## src/rtl/timer_pkg.sv

```systemverilog
// Shared constants for the MMIO multi-channel timer: register map, channel
// stride, CONFIG field positions and the default base address.
package timer_pkg;

    localparam logic [15:0] DEFAULT_BASE_HI = 16'h3FF5;
    localparam logic [15:0] DEFAULT_BASE_LO = 16'hF000;
    localparam logic [15:0] CH_STRIDE       = 16'h0040;

    localparam logic [5:0] OFF_CONFIG  = 6'h00;
    localparam logic [5:0] OFF_LO      = 6'h04;
    localparam logic [5:0] OFF_HI      = 6'h08;
    localparam logic [5:0] OFF_UPDATE  = 6'h0C;
    localparam logic [5:0] OFF_LOADLO  = 6'h10;
    localparam logic [5:0] OFF_LOADHI  = 6'h14;
    localparam logic [5:0] OFF_LOAD    = 6'h18;
    localparam logic [5:0] OFF_ALARMLO = 6'h1C;
    localparam logic [5:0] OFF_ALARMHI = 6'h20;
    localparam logic [5:0] OFF_STATUS  = 6'h24;

    localparam int CFG_ENABLE_BIT = 31;
    localparam int CFG_UP_BIT     = 30;
    localparam int CFG_RELOAD_BIT = 29;
    localparam int CFG_ALARM_BIT  = 28;
    localparam int CFG_DIV_MSB    = 15;

    typedef enum logic [3:0] {
        REG_CONFIG  = 4'd0,
        REG_LO      = 4'd1,
        REG_HI      = 4'd2,
        REG_UPDATE  = 4'd3,
        REG_LOADLO  = 4'd4,
        REG_LOADHI  = 4'd5,
        REG_LOAD    = 4'd6,
        REG_ALARMLO = 4'd7,
        REG_ALARMHI = 4'd8,
        REG_STATUS  = 4'd9,
        REG_NONE    = 4'd15
    } reg_sel_e;

    function automatic reg_sel_e decode_offset(input logic [5:0] off);
        reg_sel_e sel;
        case (off)
            OFF_CONFIG:  sel = REG_CONFIG;
            OFF_LO:      sel = REG_LO;
            OFF_HI:      sel = REG_HI;
            OFF_UPDATE:  sel = REG_UPDATE;
            OFF_LOADLO:  sel = REG_LOADLO;
            OFF_LOADHI:  sel = REG_LOADHI;
            OFF_LOAD:    sel = REG_LOAD;
            OFF_ALARMLO: sel = REG_ALARMLO;
            OFF_ALARMHI: sel = REG_ALARMHI;
            OFF_STATUS:  sel = REG_STATUS;
            default:     sel = REG_NONE;
        endcase
        return sel;
    endfunction

endpackage

```

## src/rtl/timer_channel.sv

```systemverilog
// One timer channel: register file, prescaler, up/down counter with
// load, snapshot, alarm compare and auto-reload.
module timer_channel
    import timer_pkg::*;
#(
    parameter int CNT_W = 64
) (
    input  logic        clk,
    input  logic        rst,
    input  logic        wr_en,
    input  logic [3:0]  sel,
    input  logic [31:0] wdata,
    output logic [31:0] rdata,
    output logic        irq
);

    reg_sel_e sel_e;
    assign sel_e = reg_sel_e'(sel);

    logic [31:0]      cfg_q, load_lo_q, load_hi_q, alarm_lo_q, alarm_hi_q;
    logic [CNT_W-1:0] cnt_q, snap_q;
    logic [15:0]      presc_q;
    logic             status_q;

    logic             wr_load, wr_update, wr_status;
    logic             enable, count_up, auto_reload, alarm_en;
    logic [15:0]      div_eff;
    logic             tick, alarm_hit;
    logic [CNT_W-1:0] load_val, alarm_val, step_val, cnt_d;
    logic [15:0]      presc_d;
    logic             status_d;
    logic [63:0]      snap_ext;

    assign wr_load   = wr_en && (sel_e == REG_LOAD);
    assign wr_update = wr_en && (sel_e == REG_UPDATE);
    assign wr_status = wr_en && (sel_e == REG_STATUS);

    assign enable      = cfg_q[CFG_ENABLE_BIT];
    assign count_up    = cfg_q[CFG_UP_BIT];
    assign auto_reload = cfg_q[CFG_RELOAD_BIT];
    assign alarm_en    = cfg_q[CFG_ALARM_BIT];

    // A divider of 0 behaves like 1: one tick per clock.
    assign div_eff = (cfg_q[CFG_DIV_MSB:0] == 16'd0) ? 16'd1 : cfg_q[CFG_DIV_MSB:0];

    assign load_val  = CNT_W'({load_hi_q, load_lo_q});
    assign alarm_val = CNT_W'({alarm_hi_q, alarm_lo_q});
    assign step_val  = count_up ? (cnt_q + CNT_W'(1)) : (cnt_q - CNT_W'(1));

    // A load in the same cycle suppresses the tick entirely.
    assign tick      = enable && !wr_load && (presc_q >= (div_eff - 16'd1));
    assign alarm_hit = tick && alarm_en && (step_val == alarm_val);

    always_comb begin
        cnt_d = cnt_q;
        if (wr_load) begin
            cnt_d = load_val;
        end else if (alarm_hit && auto_reload) begin
            cnt_d = load_val;
        end else if (tick) begin
            cnt_d = step_val;
        end
    end

    always_comb begin
        presc_d = presc_q + 16'd1;
        if (!enable || wr_load || tick) begin
            presc_d = 16'd0;
        end
    end

    always_comb begin
        status_d = status_q;
        if (alarm_hit) begin
            status_d = 1'b1;
        end else if (wr_status && wdata[0]) begin
            status_d = 1'b0;
        end
    end

    always_ff @(posedge clk or negedge rst) begin
        if (!rst) begin
            cfg_q      <= '0;
            load_lo_q  <= '0;
            load_hi_q  <= '0;
            alarm_lo_q <= '0;
            alarm_hi_q <= '0;
            cnt_q      <= '0;
            snap_q     <= '0;
            presc_q    <= '0;
            status_q   <= 1'b0;
        end else begin
            cnt_q    <= cnt_d;
            presc_q  <= presc_d;
            status_q <= status_d;
            if (wr_update) begin
                snap_q <= cnt_q;
            end
            if (wr_en) begin
                case (sel_e)
                    REG_CONFIG:  cfg_q      <= wdata;
                    REG_LOADLO:  load_lo_q  <= wdata;
                    REG_LOADHI:  load_hi_q  <= wdata;
                    REG_ALARMLO: alarm_lo_q <= wdata;
                    REG_ALARMHI: alarm_hi_q <= wdata;
                    default:     ;
                endcase
            end
        end
    end

    assign snap_ext = 64'(snap_q);

    always_comb begin
        rdata = 32'd0;
        case (sel_e)
            REG_CONFIG:  rdata = cfg_q;
            REG_LO:      rdata = snap_ext[31:0];
            REG_HI:      rdata = snap_ext[63:32];
            REG_LOADLO:  rdata = load_lo_q;
            REG_LOADHI:  rdata = load_hi_q;
            REG_ALARMLO: rdata = alarm_lo_q;
            REG_ALARMHI: rdata = alarm_hi_q;
            REG_STATUS:  rdata = {31'd0, status_q};
            default:     rdata = 32'd0;
        endcase
    end

    assign irq = status_q && alarm_en;

endmodule

```

## src/rtl/mmio_multi_timer.sv

```systemverilog
// MMIO front end for NUM_CH timer channels: address decode, write steering
// and the one-cycle registered read path.
module mmio_multi_timer
    import timer_pkg::*;
#(
    parameter int          NUM_CH  = 4,
    parameter int          CNT_W   = 64,
    parameter logic [15:0] BASE_HI = DEFAULT_BASE_HI,
    parameter logic [15:0] BASE_LO = DEFAULT_BASE_LO
) (
    input  logic              clk,
    input  logic              rst,
    input  logic [31:0]       addr_in,
    input  logic [31:0]       data_in,
    input  logic              wr_in,
    input  logic              rd_in,
    output logic              rd_valid_out,
    output logic [31:0]       data_out,
    output logic [NUM_CH-1:0] irq_out
);

    // Bus protocol: wr_in and rd_in are single-cycle strobes with no back-pressure.
    // A write takes effect on the edge that samples it; a read is answered on the
    // following cycle with rd_valid_out=1 and data_out holding the pre-write value.

    logic [16:0] rel_full;
    logic [9:0]  ch_idx;
    logic        addr_hit, mapped;
    reg_sel_e    sel;
    logic [3:0]  sel_bits;

    // Bit 16 of the difference flags addresses below channel 0.
    assign rel_full = {1'b0, addr_in[15:0]} - {1'b0, BASE_LO};
    assign ch_idx   = rel_full[15:6];
    assign addr_hit = (addr_in[31:16] == BASE_HI) && !rel_full[16] && (ch_idx < 10'(NUM_CH));
    assign sel      = decode_offset(rel_full[5:0]);
    assign mapped   = addr_hit && (sel != REG_NONE);
    assign sel_bits = sel;

    logic [31:0] ch_rdata [NUM_CH];
    logic [31:0] rd_mux;

    for (genvar g = 0; g < NUM_CH; g++) begin : g_ch
        logic ch_wr;
        assign ch_wr = wr_in && mapped && (ch_idx == 10'(g));

        timer_channel #(
            .CNT_W(CNT_W)
        ) u_channel (
            .clk  (clk),
            .rst  (rst),
            .wr_en(ch_wr),
            .sel  (sel_bits),
            .wdata(data_in),
            .rdata(ch_rdata[g]),
            .irq  (irq_out[g])
        );
    end

    always_comb begin
        rd_mux = 32'd0;
        if (mapped) begin
            for (int i = 0; i < NUM_CH; i++) begin
                if (ch_idx == 10'(i)) begin
                    rd_mux = ch_rdata[i];
                end
            end
        end
    end

    always_ff @(posedge clk or negedge rst) begin
        if (!rst) begin
            rd_valid_out <= 1'b0;
            data_out     <= 32'd0;
        end else begin
            rd_valid_out <= rd_in;
            if (rd_in) begin
                data_out <= rd_mux;
            end
        end
    end

endmodule

```

## config.mk

```make
export PLATFORM = sky130hd
export DESIGN_NAME = mmio_multi_timer
export DESIGN_NICKNAME = d
export VERILOG_FILES = /design/src/rtl/timer_pkg.sv /design/src/rtl/timer_channel.sv /design/src/rtl/mmio_multi_timer.sv
export SDC_FILE = /design/constraint.sdc
export NUM_CORES = 2
export LEC_CHECK = 0
export BUFFER_PORTS_ARGS = -buffer_cell sky130_fd_sc_hd__clkbuf_2
export CORE_UTILIZATION = 47
export CTS_CLUSTER_DIAMETER = 150
export DETAILED_ROUTE_END_ITERATION = 8
export RECOVER_POWER = 25
export SETUP_SLACK_MARGIN = 0.2
export SLEW_MARGIN = 20
export SYNTH_ARGS = -nofsm -noshare
export SYNTH_HDL_FRONTEND = slang
export SYNTH_SLANG_ARGS = --single-unit
```

## constraint.sdc

```tcl
create_clock -name clk -period 11 [get_ports clk]
set_input_delay 1.1 -clock clk [delete_from_list [all_inputs] [get_ports clk]]
set_output_delay 1.1 -clock clk [all_outputs]
set_load 0.02 [all_outputs]
```

**Word level (Yosys, flattened, before mapping)**

Index checks and enable logic that the tools add are counted.

- Flip-flop bits (word level): 1253
- Input bits: 68
- Output and inout bits: 37
- Logic and storage cells: 229

- $add $sub $neg: 17
- Magnitude comparators: 5
- Equality and inequality tests: 27
- Multiplexer cells: 42
- Reductions and logical operators: 100

Operator list:

| operator | count |
|---|---|
| 2-to-1 mux 64 bit | 16 |
| one-hot mux 32 bit (8 select lines) | 4 |
| adder 64 x 1 -> 64 bit (second input constant) | 4 |
| equality test 64 bit | 4 |
| subtractor 64 x 1 -> 64 bit (second input constant) | 4 |
| 2-to-1 mux 32 bit | 5 |
| 2-to-1 mux 16 bit | 8 |
| adder 16 x 1 -> 16 bit (second input constant) | 4 |
| >= comparator 16 bit | 4 |
| zero test 16 bit | 4 |
| subtractor 16 x 1 -> 16 bit (second input constant) | 4 |
| logical AND 1 bit | 48 |
| one-hot mux 4 bit (10 select lines) | 1 |
| AND reduction 2 bit | 20 |
| equality test 6 x 5 -> 1 bit (second input constant) | 4 |
| equality test 10 x 2 -> 1 bit (second input constant) | 2 |
| subtractor 16 x 16 -> 17 bit (second input constant) | 1 |
| equality test 16 x 14 -> 1 bit (second input constant) | 1 |
| equality test 4 x 3 -> 1 bit (second input constant) | 4 |
| equality test 6 x 4 -> 1 bit (second input constant) | 2 |
| equality test 6 bit (second input constant) | 2 |
| nonzero test 3 bit | 4 |
| equality test 10 x 1 -> 1 bit (second input constant) | 1 |
| zero test 10 bit | 1 |
| 12 further kinds | 39 |

**Logic depth before layout (Yosys ltp)**

- Word-level depth: 16
- Gate-level depth with buffers: 28
- Gate-level depth less buffers: 25

**Hierarchy**

From an unflattened synthesis, not the netlist that was laid out.

- Cells, all modules: 8964
- Area total of the unflattened synthesis: 88308.4 um^2

Modules (own cells, without submodules):

| module | instances | cells an instance | area each (um^2) | sequential area each (um^2) |
|---|---|---|---|---|
| timer_channel (g_ch[1].u_channel ...) | 2 | 2308 | 22288.9 | 7632.3 |
| timer_channel (g_ch[0].u_channel) | 1 | 2083 | 20836.2 | 7632.3 |
| timer_channel (g_ch[3].u_channel) | 1 | 2017 | 20379.5 | 7632.3 |
| mmio_multi_timer | 1 | 248 | 2514.9 | 825.8 |

**Worst setup path before layout**

No wires, ideal clock.

- Path kind: register to register
- From: register g_ch[2].u_channel.cfg_q[30]
- To: register g_ch[2].u_channel.cnt_q[34]
- Library setup time: 0.123 ns
- Arrival: 5.932 ns
- Required time: 10.877 ns
- Slack: 4.945 ns
- Stages on the path, launching flop included: 19
- Buffers on the path: 3
- Clock period less this slack: 6.055 ns
- Path through: dfrtp_1 > inv_1 > ha_1 > nor2_1 > a211oi_4 > o21ai_2 > o21a_1 > buf_6 > and4b_1 > a211o_1 > a2111o_1 > or4_1 > or4_1 > or4_4 > or4_4 > and2_1 > buf_6 > buf_6 > o221a_1

- Word-level cells in the longest chain between the ends: 6
- Elaborated cells between the ends (all ways): 8
- Classes of those cells: eq/ne (1); mux (4); reduce/logical (3)

Ends and longest elaborated chain:

| what | line | RTL |
|---|---|---|
| from (decl) | timer_channel.sv:20 | `logic [31:0] cfg_q, load_lo_q, load_hi_q, alarm_lo_q, alarm_hi_q;` |
| from (signal assigned) | timer_channel.sv:101 | `REG_CONFIG: cfg_q <= wdata;` |
| 2-to-1 mux 64 bit (*) | timer_channel.sv:48 | `assign step_val = count_up ? (cnt_q + CNT_W'(1)) : (cnt_q - CNT_W'(1));` |
| equality test 64 bit | timer_channel.sv:52 | `assign alarm_hit = tick && alarm_en && (step_val == alarm_val);` |
| logical AND 1 bit | timer_channel.sv:52 |  |
| logical AND 1 bit | timer_channel.sv:58 | `end else if (alarm_hit && auto_reload) begin` |
| 2-to-1 mux 64 bit | timer_channel.sv:58 |  |
| 2-to-1 mux 64 bit | timer_channel.sv:56 | `if (wr_load) begin` |
| to (signal assigned) | timer_channel.sv:93 | `cnt_q <= cnt_d;` |
| to (decl) | timer_channel.sv:21 | `logic [CNT_W-1:0] cnt_q, snap_q;` |

Mark *: on every way between the ends. The rest lies on a longest branch, timed or not. The select of a mux whose other input is x is not followed.
A chain may end at the register's enable or synchronous reset.

**Final worst setup path**

- From: register g_ch[2].u_channel.cfg_q[30]
- To: register g_ch[2].u_channel.cnt_q[29]

Same word-level chain as after synthesis.

==> impl_metrics.json <==
{
  "status": "complete, but fails checks",
  "violations": "DRC, capacitance limit, slew limit",
  "async_flop_share_pct": 100,
  "dp_hpwl_um": 289000,
  "p_per_area_nw_per_um2": 108,
  "ys_types": 96,
  "leakagePower_nw": 40.5,
  "ys_warn_count": 0,
  "hold_class": "reg2reg",
  "layout.cells.non_filler": 10803,
  "vdd_ir_drop_max_mv": 0.121,
  "final_common_cell": "dfrtp_1",
  "syn_inst": 8597,
  "yosysSeqAreaShare_pct": 37.9,
  "path_cells": "inv_2 -> buf_4 -> ha_1 -> nand2_1 -> nor3_1 -> nand3_1 -> o211ai_1 -> a21oi_1 -> xor2_1 -> o2111ai_1 -> nor4_1 -> nor4bb_1 -> nand4_1 -> or4_4 -> buf_4 -> and2_2 -> o221a_2",
  "finalCritPeriodShare_pct": 75.1,
  "tightest_slew_ns": 7.10,
  "crit_type": "reg2reg",
  "cts.sinks": 1253,
  "fp-row-count": 153,
  "synth_top_area_cell": "dfrtp_1",
  "worstPathArrival_ns": 8.94,
  "synth-seq-cells": 1253,
  "wl_per_cell_um": 35.6,
  "ios": 105,
  "hold_violations": 0,
  "clock_path_buffers": 3,
  "fin_crit_ns": 8.26,
  "cts.repair.resized": 0,
  "portBuffers": 104,
  "drt-pass1-iter-count": 9,
  "synth-main-ff-cell": "dfrtp_1",
  "antenna_found_initial": 43,
  "htree_levels": 4,
  "die_y_um": 422,
  "multi_input_area_um2": 48600,
  "n_fill_cell": 16150,
  "grt_overflow_total": 0,
  "placed_cells": 10512,
  "grt_pass1_wl_um": 544000,
  "cap_violations": 4,
  "critPathRequiredTime_ns": 11.68,
  "nets": 8724,
  "drv_slew": 296,
  "initial_utilization_pct": 47.5,
  "gp_congestion": 1.06,
  "relSlewSlack_pct": -373,
  "ant_nets": 0,
  "cts_tree": "yes",
  "most-common-layout-cells": "1253 x dfrtp_1, 891 x mux2_2, 631 x nor2_1, 523 x nand2_1, 475 x a21oi_1",
  "path_clk_slew_ns": 0.06,
  "worstPathMaxFanout": 62,
  "synth.area.top_cells": "dfrtp_1 38%, mux2_2 12%, ha_1 4.8%",
  "cts-root-buf": "clkbuf_16",
  "die-area_um2": 178000,
  "cp_slowest_stage_delay_ns": 0.88,
  "cts_buffers": 142,
  "cp_slowest_cell": "nor4bb_1",
  "grt_start_max_net_pins": 178,
  "cp_common_cell": "buf_4",
  "cts_setup_buffers": 0,
  "wl_um": 385000,
  "area_growth_pct": 8.42,
  "synth_area_um2": 82800,
  "max_freq_ghz": 0.121,
  "via_per_inst": 7.11,
  "regArea_um2": 31400,
  "finalSetupViolCount": 0,
  "synth_nets": 8989,
  "drcViolationCount": 13,
  "grt_pass1_vias": 71778,
  "core-area_um2": 174000,
  "clkLatencyLatePin_ns": 0.83,
  "vias": 76835,
  "fin_tns_setup_ns": 0,
  "synth_edf_count": 0,
  "rsz0062_at_grt": "false",
  "cp-end-kind": "register",
  "grt_usage_pct": 42.1,
  "avgSynthCellArea_um2": 9.63,
  "start_kind": "register",
  "drive_gt1_share_pct": 17.2,
  "synth_top_area_share_pct": 37.9,
  "cts_hold_buffers": 0,
  "die_w_um": 422,
  "finClkSkew_ns": 0.0479,
  "drt_iter0_drc": 10972
}
## per-stage QoR
step | setup slack [ns] | area (um^2) | total power [mW] | util, % | hold WS, ns
detailed placement | 2.90 | 85000 | 4.92 | 48.8 | 0.475
finish | 2.74 | 89800 | 9.66 | 51.5 | 0.485
global route | 2.41 | 89700 | 9.87 | 51.4 | 0.511
CTS | 2.90 | 89700 | 9.68 | 51.4 | 0.313
global placement | 2.89 | 85000 | 4.92 | 48.7 | 0.465
floorplan | 4.94 | 82800 | 4.74 | - | 0.450
## synth_stat cells, drive strengths merged, types with 59 or more instances
cell type	count
a211oi	62
a21o	64
a21oi	476
a222oi	122
a22oi	285
a31oi	260
and3	109
buf	120
clkbuf	522
dfrtp	1253
ha	320
inv	162
mux2	891
nand2	532
nand3	137
nand4	225
nor2	638
nor3	179
nor4	119
o21a	161
o21ai	360
o22ai	59
xnor2	313
xor2	226
## worst max-delay path, delay by kind of cell, from the launching register on
family,cells,cell delay [ns]
simple gates,8,3.98
fa+ha+maj,1,0.52
flops,1,0.47
compound gates,4,1.33
xor+xnor,1,0.68
buf+inv,3,1.03
## path summary, 6_finish.rpt
path,from,slack (ns),end,depth (start not counted)
setup / recovery,g_ch[2].u_channel.cfg_q[30],2.74,g_ch[2].u_channel.cnt_q[29],17
hold / removal,g_ch[3].u_channel.snap_ext[1],0.48,g_ch[3].u_channel.snap_ext[1],2
setup reg to reg,g_ch[2].u_channel.cfg_q[30],2.74,g_ch[2].u_channel.cnt_q[29],17
hold reg to reg,g_ch[3].u_channel.snap_ext[1],0.48,g_ch[3].u_channel.snap_ext[1],2
max in group asynchronous,rst,3.58,g_ch[3].u_channel.alarm_hi_q[5],2
min in group asynchronous,rst,2.92,g_ch[2].u_channel.alarm_lo_q[10],1
## state kept, by name (all words and copies together) (netlist names)
register	cells
g_ch.u_channel.status_q	4
g_ch.u_channel.alarm_hi_q	128
g_ch.u_channel.snap_ext	256
g_ch.u_channel.load_lo_q	128
rd_valid_out	1
g_ch.u_channel.load_hi_q	128
g_ch.u_channel.presc_q	64
g_ch.u_channel.cfg_q	128
data_out	32
g_ch.u_channel.cnt_q	256
g_ch.u_channel.alarm_lo_q	128
## kinds of logic after synthesis
family / count (synthesis) / share of synthesized area (%)
compound gates: 2417 / 20.2
simple gates: 2294 / 13.7
flops: 1253 / 37.9
mux: 917 / 12.4
buf+inv: 804 / 3.73
xor+xnor: 588 / 7.05
fa+ha+maj: 324 / 4.93
## cell type report
cell class	count	share of cell area [%]
Inverter	162	0.677
Sequential cell	1253	34.9
Antenna cell	49	0.137
Multi-Input combinational cell	6540	54.1
Tap cell	2325	3.24
Clock buffer	201	4.51
Timing Repair Buffer	233	1.76
Clock inverter	40	0.661
## layer usage
layer / vias to the layer above / track usage [%] / routed length [um]
met5: - / 0 / 206
met4: 24 / 21.9 / 22300
met3: 873 / 9.74 / 40800
met2: 4657 / 61.2 / 164000
met1: 39180 / 58.1 / 157000
li1: 32101 / - / -
## power breakdown
group	leakage, nW	switching, mW	internal (mW)
Combinational	21.1	0.210	0.0209
Clock	2.24	2.09	2.73
Sequential	17.1	0.0000521	4.61
No activity file was read; power rests on OpenSTA's default activity.
